File: src/rtl/traffic_mode_arbiter.sv
// Traffic mode arbiter: resolves day/night, pedestrian and emergency requests
// into a registered mode with dwell timing, sticky pedestrian requests and emergency clearance.
module traffic_mode_arbiter #(
    parameter int MIN_DWELL = 4,
    parameter int PED_HOLD  = 6,
    parameter int EMG_CLEAR = 3,
    parameter int CNT_W     = 8
) (
    input  logic       clk,
    input  logic       resetN,
    input  logic       timeSignal,
    input  logic       pedSignal,
    input  logic       emgSignal,
    output logic [1:0] currentState,
    output logic       modeChange,
    output logic       pedPending
);

    localparam logic [1:0] ST_DAY   = 2'b00;
    localparam logic [1:0] ST_NIGHT = 2'b01;
    localparam logic [1:0] ST_PED   = 2'b10;
    localparam logic [1:0] ST_EMG   = 2'b11;

    localparam logic [CNT_W-1:0] DWELL_LAST = CNT_W'(MIN_DWELL - 1);
    localparam logic [CNT_W-1:0] PED_LAST   = CNT_W'(PED_HOLD - 1);
    localparam logic [CNT_W-1:0] CLEAR_LAST = CNT_W'(EMG_CLEAR - 1);

    logic [1:0]       state_q, state_d;
    logic [CNT_W-1:0] cnt_q, cnt_d;
    logic             ped_pending_q, ped_pending_d;
    logic             mode_change_q, mode_change_d;
    logic [1:0]       base_mode;

    function automatic logic [CNT_W-1:0] sat_inc(input logic [CNT_W-1:0] v);
        return (v == {CNT_W{1'b1}}) ? v : v + 1'b1;
    endfunction

    assign base_mode = timeSignal ? ST_DAY : ST_NIGHT;

    always_ff @(posedge clk or negedge resetN) begin
        if (!resetN) begin
            state_q       <= ST_DAY;
            cnt_q         <= '0;
            ped_pending_q <= 1'b0;
            mode_change_q <= 1'b0;
        end else begin
            state_q       <= state_d;
            cnt_q         <= cnt_d;
            ped_pending_q <= ped_pending_d;
            mode_change_q <= mode_change_d;
        end
    end

    always_comb begin
        state_d = state_q;
        case (state_q)
            ST_DAY, ST_NIGHT: begin
                if (emgSignal) begin
                    state_d = ST_EMG;
                end else if (cnt_q >= DWELL_LAST) begin
                    if (ped_pending_q) begin
                        state_d = ST_PED;
                    end else if (base_mode != state_q) begin
                        state_d = base_mode;
                    end
                end
            end
            ST_PED: begin
                if (emgSignal) begin
                    state_d = ST_EMG;
                end else if (cnt_q == PED_LAST) begin
                    state_d = base_mode;
                end
            end
            ST_EMG: begin
                if (!emgSignal && cnt_q == CLEAR_LAST) begin
                    state_d = ped_pending_q ? ST_PED : base_mode;
                end
            end
            default: state_d = ST_DAY;
        endcase
    end

    // Counter restarts on every mode change and stays parked while the emergency is present.
    always_comb begin
        cnt_d         = sat_inc(cnt_q);
        ped_pending_d = ped_pending_q;
        mode_change_d = (state_d != state_q);
        if (state_d != state_q) begin
            cnt_d = '0;
        end else if (state_q == ST_EMG && emgSignal) begin
            cnt_d = '0;
        end

        if (state_q == ST_PED) begin
            if (emgSignal) begin
                ped_pending_d = 1'b1;
            end
        end else if (state_d == ST_PED) begin
            // A request seen on the EMG->PED entry edge survives; from DAY/NIGHT it is consumed.
            ped_pending_d = (state_q == ST_EMG) && pedSignal;
        end else if (pedSignal) begin
            ped_pending_d = 1'b1;
        end
    end

    always_comb begin
        currentState = state_q;
        modeChange   = mode_change_q;
        pedPending   = ped_pending_q;
    end

endmodule

File: config.mk
export PLATFORM = sky130hd
export DESIGN_NAME = traffic_mode_arbiter
export DESIGN_NICKNAME = d
export VERILOG_FILES = /design/src/rtl/traffic_mode_arbiter.sv
export SDC_FILE = /design/constraint.sdc
export NUM_CORES = 1
export LEC_CHECK = 0
export BUFFER_PORTS_ARGS = -buffer_cell sky130_fd_sc_hd__buf_2
export CAP_MARGIN = 20
export CORE_ASPECT_RATIO = 1.25
export CORE_MARGIN = 2
export CORE_UTILIZATION = 28
export CTS_CLUSTER_SIZE = 25
export DETAILED_ROUTE_END_ITERATION = 16
export GPL_TIMING_DRIVEN = 0
export SLEW_MARGIN = 25
export SYNTH_ARGS = -nofsm -noshare
export SYNTH_HDL_FRONTEND = slang
export SYNTH_SLANG_ARGS = --single-unit
File: constraint.sdc
create_clock -name clk -period 2.53 [get_ports clk]
set_input_delay 0.1265 -clock clk [delete_from_list [all_inputs] [get_ports clk]]
set_output_delay 0.1265 -clock clk [all_outputs]
set_load 0.02 [all_outputs]
# After elaboration in Yosys (flattened, before gate mapping)
# Index checks and enable logic that the tools add are counted.
[word_totals] output_inout_bits=4 reg_bits=12 input_bits=5
[classes] add_sub_neg=1 eq_ne=11 magnitude_cmp=1 mux=17 reduce_logical=8
[ops] cell="$mux W8" count=3
[ops] cell="$mux W2" count=8
[ops] cell="$add A8 B1 Y8 const B" count=1
[ops] cell="$eq A8 B2 Y1 const B" count=1
[ops] cell="$eq A8 B3 Y1 const B" count=1
[ops] cell="$eq A8 B8 Y1 const B" count=1
[ops] cell="$ge A8 B2 Y1 const B" count=1
[ops] cell="$eq A2 B2 Y1 const B" count=3
[ops] cell="$pmux W2 S3" count=1
[ops] cell="$mux W1" count=5
[ops] cell="$logic_and A1 B1 Y1" count=3
[ops] cell="$ne A3 B2 Y1 const B" count=1
[ops] cell="$reduce_bool A3 Y1" count=1
[ops] cell="$eq A2 B1 Y1 const B" count=1
[ops] cell="$logic_not A2 Y1" count=1
[ops] cell="$ne A1 B2 Y1" count=1
[ops] cell="$ne A2 B2 Y1" count=1
[ops] cell="$ne A2 B2 Y1 const B" count=1
[ops] cell="$reduce_and A2 Y1" count=1
[ops] cell="$reduce_or A2 Y1" count=1
[ops] cell="$logic_not A1 Y1" count=1

# Longest topological paths before layout
# Gate-level depths: netlist of the first run.
[logic_depth] depth_word=10 mapped_depth=8 depth_no_buf=7

# Worst setup path after synthesis of the first run
# Ideal clock, no wire load.
[synth_path] kind="register to register" startpoint="register cnt_q[0]" endpoint="register cnt_q[6]" path_stages_with_launch=8 required_ps=2450 path_buffers=1 t_arrival_ps=1978 slack_ps=472 path_cell_list="dfrtp_1 ha_1 nor4_4 a21o_2 nor2_1 or4_1 buf_6 nor3_2"
[synth_via] elab_chain_len=6 elab_cells_between_ends=17 cone_classes="add/sub: 1; order compare: 1; eq/ne: 5; mux: 9; reduce/logical: 1"
[synth_lines] item="from (decl)" line_no="29" source="logic [CNT_W-1:0] cnt_q, cnt_d;"
[synth_lines] item="from (signal assigned)" line_no="48" source="cnt_q <= cnt_d;"
[synth_lines] item="$ge A8 B2 Y1, or another cell as far along" line_no="60" source="end else if (cnt_q >= DWELL_LAST) begin"
[synth_lines] item="$mux W2, or another cell as far along" line_no="60"
[synth_lines] item="$mux W2 (on tied branches)" line_no="58, 69, 76"
[synth_lines] item="$pmux W2 S3" line_no="56" source="case (state_q)"
[synth_lines] item="$ne A2 B2 Y1" line_no="89" source="if (state_d != state_q) begin"
[synth_lines] item="$ne A3 B2 Y1 (no source line) or $mux W8 (tied branches)"
# Parallel ways exist; a longest one is shown, timed or not. The select of a mux whose other input is x is not followed.
# A chain may end at the register's enable or synchronous reset.

# Final worst setup path of the first run
[layout_path] startpoint="register cnt_q[0]" endpoint="register cnt_q[7]"
# Same word-level chain as after synthesis.

==> summary.md, run 1 <==
| Metric | Value |
|---|---|
| Fmax | 448 MHz |
| Detail Route Antenna Nets | 0 |
| Placer congestion estimate | 0.748 |
| Pin count of the biggest net entering global routing | 13 |
| Crit path DAT | 2.43 ns |
| Total track usage | 11.3% |
| Antenna violations before repair | 0 |
| Endpoints failing setup | 0 |
| Clk buf depth | 2 |
| Detailed Route WL | 1610 um |
| Reg-to-reg startpoint | cnt_q[0] |
| Vias/cell | 4.99 |
| Die H | 64.2 um |
| IO buf count | 8 |
| Area post-placement | 893 sq um |
| Status | complete, no violations |
| Wirelength per Cell | 12.0 um |
| Max-cap violations | 0 |
| Slew Limit Fails | 0 |
| ANT cells | 0 |
| Lkg Pwr | 0.417 nW |
| R2R Path End | cnt_q[7] |
| Hold path cells | 2 |
| Share of cells above drive strength 1 | 23.0% |
| Site row count | 21 |
| CTS H-tree depth | 1 |
| DR iter-0 viols | 22 |
| Worst Clk Skew | 0.00316 ns |
| Synth Register Bits | 12 |
| Sequential element share of the synthesized area | 37.0% |
| Gate Count Post-Synth | 87 |
| Cell area after synthesis | 811 sq um |
| Crit path required time | 2.72 ns |
| Commonest non-fill, non-tap cell in the layout | dfrtp_1 |
| Slew HR | 73.3% |
| Power Dens Cells | 651 mW/mm^2 |
| Worst-path clk slew | 0.08 ns |
| CTS tree | done |
| Synthesized Nets | 95 |
| HP Class | in2reg |
| Yosys cell types | 34 |
| Core area | 0.00271 sq mm |
| Clock Root Buffer | clkbuf_4 |
| Crit path launch type | flip-flop |
| Worst-margin pin slew | 0.396 ns |
| Worst skew pair latency | 0.27 ns |
| Sink Count | 12 |
| Final Hold Fails | 0 |
| NumNets Final | 109 |
| Critical path endpoint category | flip-flop |
| P&R area growth vs syn | 15.9% |
| Die W | 52.1 um |
| Critical path type | reg2reg |
| Number of synthesized flops with an enable pin | 0 |
| Critical Path Fanout Max | 8 |
| Post_cts resized | 0 |
| Unrepaired setup endpoints after global routing | no |
| Hold Crit Start | emgSignal |
| Maximum vdd ir drop | 0.000246 V |
| Top FF cell, synth | dfrtp_1 |
| Commonest cells after routing, fill and taps aside | dfrtp_1, nor2_1, nand2_1, buf_2, a21oi_1 |
| Grt total ovfl | 0 |
| R2R setup slack | 0.30 ns |
| Avg Cell Area, Syn | 9.32 sq um |
| Period utilization | 88.2% |
| Detailed-router iteration count before antenna repair | 4 |
| DRC errors left | 0 |
| Number of I/O pins | 9 |
| Initial Utilization | 30.0% |
| Crit path time final | 2.23 ns |
| Hold EP | modeChange |
| Overall power | 612 uW |
| Vias in the first global route | 632 |
| Num CTS Buffers | 3 |
| Final instance area | 940 sq um |
| Setup TNS | 0 ns |
| Path depth of the worst reg2reg path | 7 |
| Full die area | 0.00334 sq mm |
| Share of flip-flops with an asynchronous set or reset | 100% |
| First-pass GRT wire length | 2890 um |
| Synthesis warning total | 0 |
| Vias | 668 |
| Dpl hpwl | 1170 um |
[worst max path at each step]
stage / start / slack, ns / depth (start not counted) / to
final: cnt_q[0] / 0.30 / 7 / cnt_q[7]
after global routing: cnt_q[0] / 0.11 / 7 / cnt_q[6]
after CTS: cnt_q[0] / 0.28 / 7 / cnt_q[7]
after detailed placement: cnt_q[0] / 0.32 / 7 / cnt_q[7]
after global placement: cnt_q[0] / 0.34 / 7 / cnt_q[7]
after floorplan: cnt_q[0] / 0.47 / 7 / cnt_q[6]
[final cells by class]
cell class / instances / area [sq um]
repair buffers: 9 / 50.0
well taps: 34 / 42.5
multi-input cells: 68 / 469
inverters: 4 / 15.0
clock buffers: 4 / 36.3
fillers: 278 / 1770
plain buffers: 3 / 26.3
flip-flops and latches: 12 / 300
[metal layers]
layer / global-route usage [%] / part of all wire, %
met3: 2.10 / 4.8
met2: 18.5 / 48
met4: 3.85 / 0
met1: 14.7 / 47
met5: 0 / 0
[cell families after synthesis]
family,synth area share (%)
DFF,37.0
and+or+nand+nor,32.3
buffers and inverters,5.09
xor gates and xnor gates,2.16
AOI/OAI and AO/OA,18.8
adders and majority gates,4.63
[stage by stage]
| stage | utilization (%) | instances | worst slack [ns] | hold WS (ns) |
|---|---|---|---|---|
| detailed placement | 33.0 | 129 | 0.319 | 0.0295 |
| finish | 34.7 | 134 | 0.299 | 0.189 |
| CTS | 34.7 | 134 | 0.281 | 0.181 |
| global route | 34.7 | 134 | 0.114 | 0.203 |
| floorplan | - | 87 | 0.472 | -0.169 |
| global placement | 33.0 | 129 | 0.336 | 0.0248 |
[cell usage after synthesis, drive strengths merged (2+ instances only)]
master  instances  area [sq um]
a211oi          4          45.1
a21oi           6          30.0
a31oi           4          25.0
and2            2          12.5
and3            2          12.5
buf             2          22.5
dfrtp          12           300
ha              3          37.5
inv             4          15.0
nand2           9          33.8
nand3b          2          15.0
nor2           11          41.3
nor3            5          45.0
o21ai           3          15.0
xnor2           2          17.5
[report_power, final]
part / leakage, nW / internal [mW] / switching, mW
logic: 0.244 / 0.0865 / 0.106
registers: 0.151 / 0.222 / 0.0457
clock network: 0.0210 / 0.0874 / 0.0645
[registers in the layout, summed over array words and instances, names as in the netlist]
register and flops:
cnt_q 8, currentState 2, modeChange 1, pedPending 1
[worst max-delay path: stages, from the launching register on]
cell and delay (ns):
dfrtp_1 0.45, ha_1 0.31, nor4_4 0.29, a21o_2 0.19, nor2_1 0.06, or4_1 0.52
buf_6 0.17, nor3_2 0.16
[what timing repair did]
item | in CTS | in global routing
hold buffers | 1 | 0
hold endpoints to repair | 12 | 0
buffers inserted | 0 | 0
No activity file was read; power rests on OpenSTA's default activity.
==> run 2, diff against run 1 <==
Settings changed: GPL_TIMING_DRIVEN 0 to default.
==> run 2 against run 1 <==
  * Sequential power grew 3%
  * Core utilization fell by 1.5 points
  * Total power is 7.1% lower
  * Routed wire length grew 6.3%
  * Cell count decreased by 3.0%
==> summary.md, run 2 (synthesis results as in run 1) <==
| Metric | Value |
|---|---|
| Core area | 0.00271 sq mm (unchanged) |
| Worst setup margin | 0.220 ns (-0.0784 ns) |
| Num CTS Buffers | 3 (unchanged) |
| Setup TNS | 0 ns (unchanged) |
| Hold slack | 0.212 ns (+0.0235 ns) |
| Vias | 692 (+3.6%) |
| Fmax | 433 MHz (-3.4%) |
| IO buf count | 8 (unchanged) |
| Number of I/O pins | 9 (unchanged) |
| Site row count | 21 (unchanged) |
| Total track usage | 11.7% (+0.38 points) |
| Worst-path clk slew | 0.07 ns (about the same) |
| Full die area | 0.00334 sq mm (unchanged) |
| Status | complete, no violations |
| DRC errors left | 0 (unchanged) |
| Detailed-router iteration count before antenna repair | 4 (unchanged) |
| Most flops, register | cnt_q |
| Crit path time final | 2.31 ns (+0.0784 ns) |
| Antenna violations before repair | 0 (unchanged) |
| Vias in the first global route | 657 (+4.0%) |
| Dpl hpwl | 1280 um (+9.7%) |
| Grt total ovfl | 0 (unchanged) |
| Max reg flops | 8 (unchanged) |
| CTS H-tree depth | 1 (unchanged) |
| Lkg Pwr | 0.396 nW (-4.9%) |
| Detailed Route WL | 1710 um (+6.3%) |
| Worst skew pair latency | 0.27 ns (about the same) |
| Setup bufs post-CTS | 0 (unchanged) |
| First-pass GRT wire length | 2920 um (+0.93%) |
| P&R area growth vs syn | 11.0% |
| Commonest non-fill, non-tap cell in the layout | dfrtp_1 |
| Pre-CTS WS | 0.212 ns (-0.107 ns) |
| Clock Root Buffer | clkbuf_4 |
| Critical path type | reg2reg |
| Maximum vdd ir drop | 0.000310 V (+26%) |
| Wirelength per Cell | 13.2 um (+9.6%) |
| Crit path DAT | 2.50 ns (+0.07 ns) |
| DR iter-0 viols | 13 (-41%) |
| Period utilization | 91.3% (+3.1 points) |
| Share of cells above drive strength 1 | 20.8% (-2.2 points) |
| Sink Count | 12 (unchanged) |
| Critical Path Fanout Max | 8 (unchanged) |
| Crit path required time | 2.72 ns (about the same) |
| Die W | 52.1 um (unchanged) |
| Critical path endpoint category | flip-flop |
| Placer congestion estimate | 0.866 (+16%) |
| Post-layout util | 33.2% (-1.5 points) |
| Detail Route Antenna Nets | 0 (unchanged) |
| CTS tree | done |
| Power Dens Cells | 632 mW/mm^2 (-3.0%) |
| Worst Clk Skew | 0.00805 ns (+0.00488 ns) |
| Final Hold Fails | 0 (unchanged) |
| Slew Limit Fails | 0 (unchanged) |
| Initial Utilization | 30.0% (unchanged) |
| Clk buf depth | 2 (unchanged) |
| Vias/cell | 5.32 (+6.8%) |
| Die H | 64.2 um (unchanged) |
| HP Class | in2reg |
| Max-cap violations | 0 (unchanged) |
| Unrepaired setup endpoints after global routing | no |
| Pin count of the biggest net entering global routing | 13 (unchanged) |
| Commonest cells after routing, fill and taps aside | dfrtp_1, nor2_1, nand2_1, buf_2, a21oi_1 |
| Slew HR | 72.7% (-0.56 points) |
| Worst-margin pin slew | 0.404 ns (+0.00827 ns) |
| Endpoints failing setup | 0 (unchanged) |
| NumNets Final | 106 (-2.8%) |
| ANT cells | 0 (unchanged) |
| Crit path launch type | flip-flop |
==> run 2: power by group <==
group          switching, mW  total [mW]  internal [mW]
Combinational          0.103       0.182         0.0790
Clock                 0.0572       0.112         0.0550
Sequential            0.0523       0.274          0.222
==> run 2: layer usage <==
layer / global-route usage (%) / share of wire, % / vias up
met2: 19.9 / 49 / 15
li1: - / - / 337
met1: 12.7 / 44 / 338
met4: 3.53 / 0.58 / 0
met3: 5.37 / 6.1 / 2
met5: 0 / 0 / -
==> run 2: worst paths after layout <==
path	startpoint	endpoint	slack, ns	cells after the start
min in group asynchronous	resetN	cnt_q[5]	0.26	2
setup / recovery	cnt_q[0]	cnt_q[7]	0.22	6
max in group asynchronous	resetN	cnt_q[2]	2.04	2
hold / removal	emgSignal	modeChange	0.21	2
setup reg to reg	cnt_q[0]	cnt_q[7]	0.22	6
hold reg to reg	cnt_q[6]	cnt_q[6]	0.62	2
==> run 2: through the flow <==
stage	total power [mW]	cells	cell area (sq um)
finish	0.569	130	900
global route	0.616	130	900
CTS	0.577	130	900
detailed placement	0.461	126	867
global placement	0.456	126	867
floorplan	0.404	87	811
==> run 2: layout make-up <==
class	count	area [sq um]
inverters	4	15.0
flip-flops and latches	12	300
clock buffers	3	22.5
repair buffers	9	50.0
well taps	34	42.5
multi-input cells	68	469
fillers	290	1810
==> run 2: worst max-delay path, cell delays in order (launching register included) <==
cell     delay, ns
dfrtp_1       0.45
ha_1          0.30
nor4_4        0.28
a21o_2        0.18
nor2_1        0.05
or4_1         0.72
nor3_2        0.24
==> run 2: what timing repair did <==
action	CTS	global route
gates resized for setup	0	0
hold buffers	1	0
endpoints found under the setup margin	0	0
endpoints found under the hold margin	12	0
